==> config.mk <==
export PLATFORM = sky130hd
export DESIGN_NAME = fc_frame_ctrl
export DESIGN_NICKNAME = d
export VERILOG_FILES = /design/src/rtl/fc_pkg.sv /design/src/rtl/fc_in_buf.sv /design/src/rtl/fc_frame_ctrl.sv
export SDC_FILE = /design/constraint.sdc
export NUM_CORES = 1
export LEC_CHECK = 0
export CAP_MARGIN = 25
export CORE_MARGIN = 2
export CORE_UTILIZATION = 40
export DETAILED_ROUTE_END_ITERATION = 8
export GPL_TIMING_DRIVEN = 0
export PLACE_DENSITY_LB_ADDON = 0.08
export SLEW_MARGIN = 20
export SYNTH_ARGS = -nofsm -noshare
export SYNTH_HDL_FRONTEND = slang
export SYNTH_SLANG_ARGS = --single-unit
==> constraint.sdc <==
create_clock -name S_AXIS_ACLK -period 4 [get_ports S_AXIS_ACLK]
set_input_delay 0.8 -clock S_AXIS_ACLK [delete_from_list [all_inputs] [get_ports S_AXIS_ACLK]]
set_output_delay 0.8 -clock S_AXIS_ACLK [all_outputs]
set_load 0.02 [all_outputs]
==> src/rtl/fc_pkg.sv <==
// rtl/fc_pkg.sv - shared frame geometry and controller state encodings
package fc_pkg;
    localparam int FC_IN_LEN  = 16;
    localparam int FC_OUT_LEN = 4;
    localparam int FC_DW      = 32;

    typedef enum logic [1:0] {
        ST_LOAD  = 2'd0,
        ST_CALC  = 2'd1,
        ST_FETCH = 2'd2,
        ST_SEND  = 2'd3
    } fc_state_e;
endpackage

==> src/rtl/fc_in_buf.sv <==
// rtl/fc_in_buf.sv - input vector buffer, one write port, combinational read port
module fc_in_buf #(
    parameter int DEPTH = fc_pkg::FC_IN_LEN,
    parameter int DW    = fc_pkg::FC_DW
) (
    input  logic                     S_AXIS_ACLK,
    input  logic                     wr_en,
    input  logic [$clog2(DEPTH)-1:0] wr_addr,
    input  logic [DW-1:0]            wr_data,
    input  logic [$clog2(DEPTH)-1:0] rd_addr,
    output logic [DW-1:0]            rd_data
);
    // Contents are intentionally left unreset; they are only meaningful after a load.
    logic [DW-1:0] mem [DEPTH];

    always_ff @(posedge S_AXIS_ACLK) begin
        if (wr_en) begin
            mem[wr_addr] <= wr_data;
        end
    end

    assign rd_data = mem[rd_addr];
endmodule

==> src/rtl/fc_frame_ctrl.sv <==
// rtl/fc_frame_ctrl.sv - frame sequencer: load vector, run compute phase, stream results
module fc_frame_ctrl
    import fc_pkg::*;
#(
    parameter int IN_LEN  = fc_pkg::FC_IN_LEN,
    parameter int OUT_LEN = fc_pkg::FC_OUT_LEN,
    parameter int DW      = fc_pkg::FC_DW
) (
    input  logic                       S_AXIS_ACLK,
    input  logic                       S_AXIS_ARESETN,
    input  logic [DW-1:0]              S_AXIS_TDATA,
    input  logic                       S_AXIS_TVALID,
    output logic                       S_AXIS_TREADY,
    input  logic                       S_AXIS_TLAST,
    input  logic [$clog2(IN_LEN)-1:0]  vec_addr,
    output logic [DW-1:0]              vec_data,
    output logic                       Ti1,
    input  logic                       To1,
    output logic                       Ti2,
    input  logic                       To2,
    output logic [$clog2(OUT_LEN)-1:0] res_addr,
    input  logic [DW-1:0]              res_data,
    output logic [DW-1:0]              M_AXIS_TDATA,
    output logic                       M_AXIS_TVALID,
    input  logic                       M_AXIS_TREADY,
    output logic                       M_AXIS_TLAST,
    output logic                       frame_err
);
    localparam int AW = $clog2(IN_LEN);
    localparam int OW = $clog2(OUT_LEN);
    localparam logic [AW-1:0] WR_LAST  = AW'(IN_LEN - 1);
    localparam logic [OW-1:0] OUT_LAST = OW'(OUT_LEN - 1);

    fc_state_e     state_q, state_d;
    logic [AW-1:0] wr_ptr_q, wr_ptr_d;
    logic [OW-1:0] out_idx_q, out_idx_d;
    logic          frame_err_q, frame_err_d;
    logic [DW-1:0] out_q, out_d;
    logic          buf_we;
    logic          s_hs;
    logic          m_hs;

    // Ready is gated by reset so the upstream sees no acceptance while held in reset.
    assign S_AXIS_TREADY = (state_q == ST_LOAD) && S_AXIS_ARESETN;
    assign s_hs          = S_AXIS_TVALID && S_AXIS_TREADY;
    assign m_hs          = M_AXIS_TVALID && M_AXIS_TREADY;

    assign Ti1           = (state_q == ST_CALC);
    assign Ti2           = (state_q == ST_FETCH) || (state_q == ST_SEND);
    assign res_addr      = out_idx_q;
    assign M_AXIS_TDATA  = out_q;
    assign M_AXIS_TVALID = (state_q == ST_SEND) && To2;
    assign M_AXIS_TLAST  = (state_q == ST_SEND) && (out_idx_q == OUT_LAST);
    assign frame_err     = frame_err_q;

    always_comb begin
        state_d     = state_q;
        wr_ptr_d    = wr_ptr_q;
        out_idx_d   = out_idx_q;
        frame_err_d = frame_err_q;
        out_d       = out_q;
        buf_we      = 1'b0;
        case (state_q)
            ST_LOAD: begin
                if (s_hs) begin
                    buf_we = 1'b1;
                    if (wr_ptr_q == WR_LAST) begin
                        state_d  = ST_CALC;
                        wr_ptr_d = '0;
                        if (!S_AXIS_TLAST) begin
                            frame_err_d = 1'b1;
                        end
                    end else if (S_AXIS_TLAST) begin
                        // Short frame: drop it and restart the load from word 0.
                        frame_err_d = 1'b1;
                        wr_ptr_d    = '0;
                    end else begin
                        wr_ptr_d = wr_ptr_q + 1'b1;
                    end
                end
            end
            ST_CALC: begin
                if (To1) begin
                    state_d   = ST_FETCH;
                    out_idx_d = '0;
                end
            end
            ST_FETCH: begin
                out_d   = res_data;
                state_d = ST_SEND;
            end
            ST_SEND: begin
                if (m_hs) begin
                    if (out_idx_q == OUT_LAST) begin
                        state_d   = ST_LOAD;
                        out_idx_d = '0;
                    end else begin
                        state_d   = ST_FETCH;
                        out_idx_d = out_idx_q + 1'b1;
                    end
                end
            end
            default: state_d = ST_LOAD;
        endcase
    end

    always_ff @(posedge S_AXIS_ACLK or negedge S_AXIS_ARESETN) begin
        if (!S_AXIS_ARESETN) begin
            state_q     <= ST_LOAD;
            wr_ptr_q    <= '0;
            out_idx_q   <= '0;
            frame_err_q <= 1'b0;
            out_q       <= '0;
        end else begin
            state_q     <= state_d;
            wr_ptr_q    <= wr_ptr_d;
            out_idx_q   <= out_idx_d;
            frame_err_q <= frame_err_d;
            out_q       <= out_d;
        end
    end

    fc_in_buf #(
        .DEPTH (IN_LEN),
        .DW    (DW)
    ) u_in_buf (
        .S_AXIS_ACLK (S_AXIS_ACLK),
        .wr_en       (buf_we),
        .wr_addr     (wr_ptr_q),
        .wr_data     (S_AXIS_TDATA),
        .rd_addr     (vec_addr),
        .rd_data     (vec_data)
    );
endmodule

# Word level (Yosys, flattened, before mapping)
# Memory sizes are Yosys's and may differ from the RTL's.
# Index checks and enable logic that the tools add are counted.
# W data, S select, Z words.
# totals
latch_bits	0
in_bits	75
output_inout_bits	72
memories	1
wordCells	50
ram_bits	512
rom_bits	0
register_bits	41
# mem_list
memory	depth	width	rd	rd_clocked_by_memory_dff	write_ports	line_no	source
u_in_buf.mem	16	32	1	0	1	fc_in_buf.sv:14	logic [DW-1:0] mem [DEPTH];
# classes
n_div	0
n_lt_le_gt_ge	0
bitwise_logic	0
n_eq_ne	10
reduce_logical	13
n_shift	0
mul	0
mux	19
addsub	2
# ops
operator	count
$mux W2	8
$mux W4	2
$pmux W2 S4	1
$reduce_and A4 Y1	2
$mux W1	7
$eq A2 B2 Y1 const B	3
$ne A2 B2 Y1 const B	3
$logic_and A1 B1 Y1	5
$add A4 B1 Y4 const B	1
$eq A4 B4 Y1 const B	1
$ne A2 B1 Y1 const B	2
$pmux W2 S2	1
$reduce_bool A2 Y1	2
$reduce_and A3 Y1	1
$add A2 B1 Y2 const B	1
$eq A2 B1 Y1 const B	1
$logic_not A2 Y1	1
$reduce_and A2 Y1	1
$logic_or A1 B1 Y1	1

# Longest topological paths before layout
# logic_depth
depth_word	7
ltp_mapped	5
depth_no_buf	4

# Modules after synthesis
# From an unflattened synthesis, not the netlist that was laid out.
# hier_totals
cells_unflattened	928
hier_area_um2	21050.2
# modules_own_cells
module	instances	area_each_um2	seq_area_each_um2	cells_per_inst
fc_in_buf	1	19194.7	15374.7	806
fc_frame_ctrl	1	1855.5	1026.0	122

# Worst setup path before layout
# OpenSTA, ideal clock, no wires.
# synth_timing
path_kind	input to register
from	input port S_AXIS_TVALID
to	memory u_in_buf.mem[15][0] (netlist bit) (enable)
required_ns	3.577
arrival_ns	2.534
path_buffers	1
cell_stages	3
slack_ns	1.043
setup_time_ns	0.423
path_cell_list	nand4bb_1 buf_2 nor2_1
# synth_via
elab_chain_len	5
# synth_lines
element	line_no	source
from (decl)	fc_frame_ctrl.sv:12	input logic S_AXIS_TVALID,
$logic_and A1 B1 Y1	fc_frame_ctrl.sv:45	assign s_hs = S_AXIS_TVALID && S_AXIS_TREADY;
$mux W1	fc_frame_ctrl.sv:65	if (s_hs) begin
$mux W1	fc_frame_ctrl.sv:63	case (state_q)
$mux W1	fc_in_buf.sv:17	if (wr_en) begin
$mux W1 (implied by the code)	fc_in_buf.sv:18	mem[wr_addr] <= wr_data;
to (decl)	fc_in_buf.sv:14	
# No other way between the ends.

# Final worst setup path
# layout_timing
from	input port vec_addr[2]
to	output port vec_data[30]
# layout_via
elab_chain_len	1
# layout_lines
element	line_no	source
from (decl)	fc_frame_ctrl.sv:15	input logic [$clog2(IN_LEN)-1:0] vec_addr,
$mem_v2 Z16 W32	-	
to (decl)	fc_frame_ctrl.sv:16	output logic [DW-1:0] vec_data,
# No other way between the ends.

==> impl_metrics.tcl <==
set metrics [dict create \
    syn-instance-count 928 \
    avgSynthCellArea_sq_um 22.5 \
    insertion_delay_ns 0.60 \
    setup-violations-final 0 \
    routed_wl_um 48600 \
    cp_slowest_stage_delay_ns 0.64 \
    grt_max_degree 33 \
    seqCellArea_sq_um 16400 \
    first_iter_violations 812 \
    drtAntennaViolNets 0 \
    cts_sinks 553 \
    p_comb_frac 0.118 \
    die-area_sq_um 54200 \
    grt_antenna_before_repair 0 \
    critPathMostFrequentCell "clkdlybuf4s50_1" \
    cts_tree "done" \
    cap_violations 0 \
    multi_input_area_sq_um 4330 \
    async_reset_ff_frac 0.0741 \
    grt.total_usage 0.184 \
    fin_hold_ws_ns 0.0939 \
    status "completed" \
    syn_area_sq_um 20900 \
    htreeDepth 2 \
    nets 1217 \
    synthDominantCellAreaShare 0.735 \
    cts_resized 15 \
    numCtsBuffers 58 \
    r2r-end "u_in_buf.mem[2][6]$_DFFE_PP_" \
    grt_pass1_vias 10683 \
    finalCriticalPeriod_ns 3.90 \
    cts_setup_buffers 0 \
    maxSlewViolCount 0 \
    fin_util 0.490 \
    clkPwrFrac 0.388 \
    final.setup_skew_ns 0.0104 \
    finalCritPeriodShare 0.975 \
    r2r_slack_ns 1.39 \
    power_per_cell_area_nw_per_um2 530 \
    synthTopCellsByArea "edfxtp_1 73%, mux4_2 14%, dfrtp_1 4.9%, a22oi_1 2.3%, mux2_2 1.7%" \
    r2r-start "state_q[0]$_DFFE_PN0P_" \
    first_pass_iters 5 \
    core_area_sq_um 51500 \
    port_buffers 144 \
    crit_family "buffers and inverters" \
    start_util 0.406 \
    worstSetupEndpointType "output port" \
    worst-r2r-cell-count 6 \
    fillers 4309 \
    io_pins 147 \
    p_sw_frac 0.229 \
    via_per_inst 5.39 \
    path_class "in2out" \
    path_max_fanout 10 \
    fmax_mhz 256 \
    wl_per_cell_um 26.1 \
    synthFlopType "edfxtp_1" \
    final_layout_size_suffix_gt1_frac 0.251 \
    slew_headroom 0.378 \
    area_delta_synth_final_pct 20.7 \
    max_slew.worst_pin.slew_ns 0.933 \
    cp-start-kind "input port" \
    layout_commonest_cell "edfxtp_1" \
    dp_slack_ns -0.381 \
    layout_common_cells "512 x edfxtp_1, 143 x clkdlybuf4s50_1, 128 x mux4_2" \
    leakage_nw 8.16 \
    p_int_w 0.0103 \
    worst_slack_ns 0.101 \
    die_y_um 233 \
    clock_path_buffers 3 \
    remaining_drc_errors 0 \
    seq_area_frac_synth 0.784 \
    diodes 0 \
    peakVddDrop_v 0.000408 \
    p_switching_w 0.00307 \
    critPathBufInv 4 \
    grt_pass1_wl_um 71600 \
    hpwlAfterDp_um 26900 \
    fin_tns_setup_ns 0 \
    rsz0062_at_grt "yes" \
    gp_congestion 0.670 \
    synth_cell_types 32 \
    cts_hold_buf 0 \
    clkTransAtPathRegs_ns 0.06 \
    pwr-share-seq 0.494 \
    synth_top_area_cell "edfxtp_1" \
    num_vias 10042 \
    syn-num-nets 1008 \
    synth-seq-cells 553 \
    die_w_um 233 \
    arrival_ns 3.10 \
    finalHoldViolations 0 \
    min_path_type "in2async" \
    crit_chain "clkdlybuf4s50_1 > and2_1 > clkbuf_1 > clkbuf_4 > a22oi_1 > nand2_1 > clkdlybuf4s50_1" \
    synth_warnings 0 \
    cp_data_required_time_ns 3.20 \
    synth-edff-count 512 \
    slowest_stage "clkdlybuf4s50_1" \
    overflow 0 \
    root_buffer "clkbuf_16" \
    rows 83 \
]
state kept, by name (all words and copies together) (netlist names):
register      cells
M_AXIS_TDATA     32
state_q           2
u_in_buf.mem    512
frame_err         1
wr_ptr_q          4
res_addr          2
power by group through the flow:
| stage | clock [W] | sequential [W] | combinational [W] |
|---|---|---|---|
| CTS | 0.00532 | 0.00663 | 0.00160 |
| global route | 0.00555 | 0.00665 | 0.00169 |
| detailed placement | 0 | 0.00674 | 0.00159 |
| finish | 0.00520 | 0.00662 | 0.00158 |
| global placement | 0 | 0.00673 | 0.00158 |
| floorplan | 0 | 0.00696 | 0.000587 |
synth_stat cells, drive strengths merged (5+ instances only):
master and instances:
a22oi 64, and3 7, edfxtp 512, clkbuf 22, and2 12, nor2b 6, nor2 7, mux4 128
nand2 36, dfrtp 41, buf 30, mux2 33, ha 5
metrics by stage:
stage          power, W  area (sq um)  cells
2_1_floorplan   0.00754         20900    928
4_1_cts          0.0135         25200   1864
3_3_place_gp    0.00831         23200   1752
6_report         0.0134         25300   1864
5_1_grt          0.0139         25300   1864
3_5_place_dp    0.00833         23400   1757
kinds of logic (layout without fill, tap and decap cells):
| family | Yosys count | in the layout | share of synthesized area |
|---|---|---|---|
| AO/OA/AOI/OAI | 75 | 75 | 0.0264 |
| XOR/XNOR | 1 | 1 | 0.000419 |
| adder cells (fa/ha/maj) | 5 | 5 | 0.00299 |
| buffers and inverters | 55 | 311 | 0.0122 |
| flip-flops | 553 | 553 | 0.784 |
| multiplexers | 161 | 161 | 0.156 |
| AND/OR/NAND/NOR | 78 | 78 | 0.0187 |
worst max-delay path by stage:
| stage | slack, ns | from | end | cells after the start |
|---|---|---|---|---|
| global placement | -3.39 | S_AXIS_ARESETN | u_in_buf.mem[15][20]$_DFFE_PP_ | 4 |
| detailed placement | -0.38 | vec_addr[3] | vec_data[30] | 7 |
| CTS | 0.004 | vec_addr[2] | vec_data[30] | 6 |
| floorplan | 1.04 | S_AXIS_TVALID | u_in_buf.mem[15][0]$_DFFE_PP_ | 3 |
| finish | 0.10 | vec_addr[2] | vec_data[30] | 7 |
| global route | 0.0009 | vec_addr[1] | vec_data[12] | 6 |
cell type report:
class | count | area share
Sequential cell | 553 | 0.649
Multi-Input combinational cell | 320 | 0.171
Clock buffer | 77 | 0.0628
Timing Repair Buffer | 149 | 0.0611
Tap cell | 680 | 0.0337
Buffer | 52 | 0.0117
Clock inverter | 30 | 0.00981
Inverter | 3 | 0.000446
layer usage:
layer / part of all wire / global-route usage / vias up
li1: - / - / 4332
met4: 0.018 / 0.0456 / 0
met2: 0.47 / 0.289 / 296
met3: 0.059 / 0.0393 / 72
met1: 0.45 / 0.265 / 5342
met5: 0 / 0 / -
Note: power is estimated with default switching activity, not from simulation.
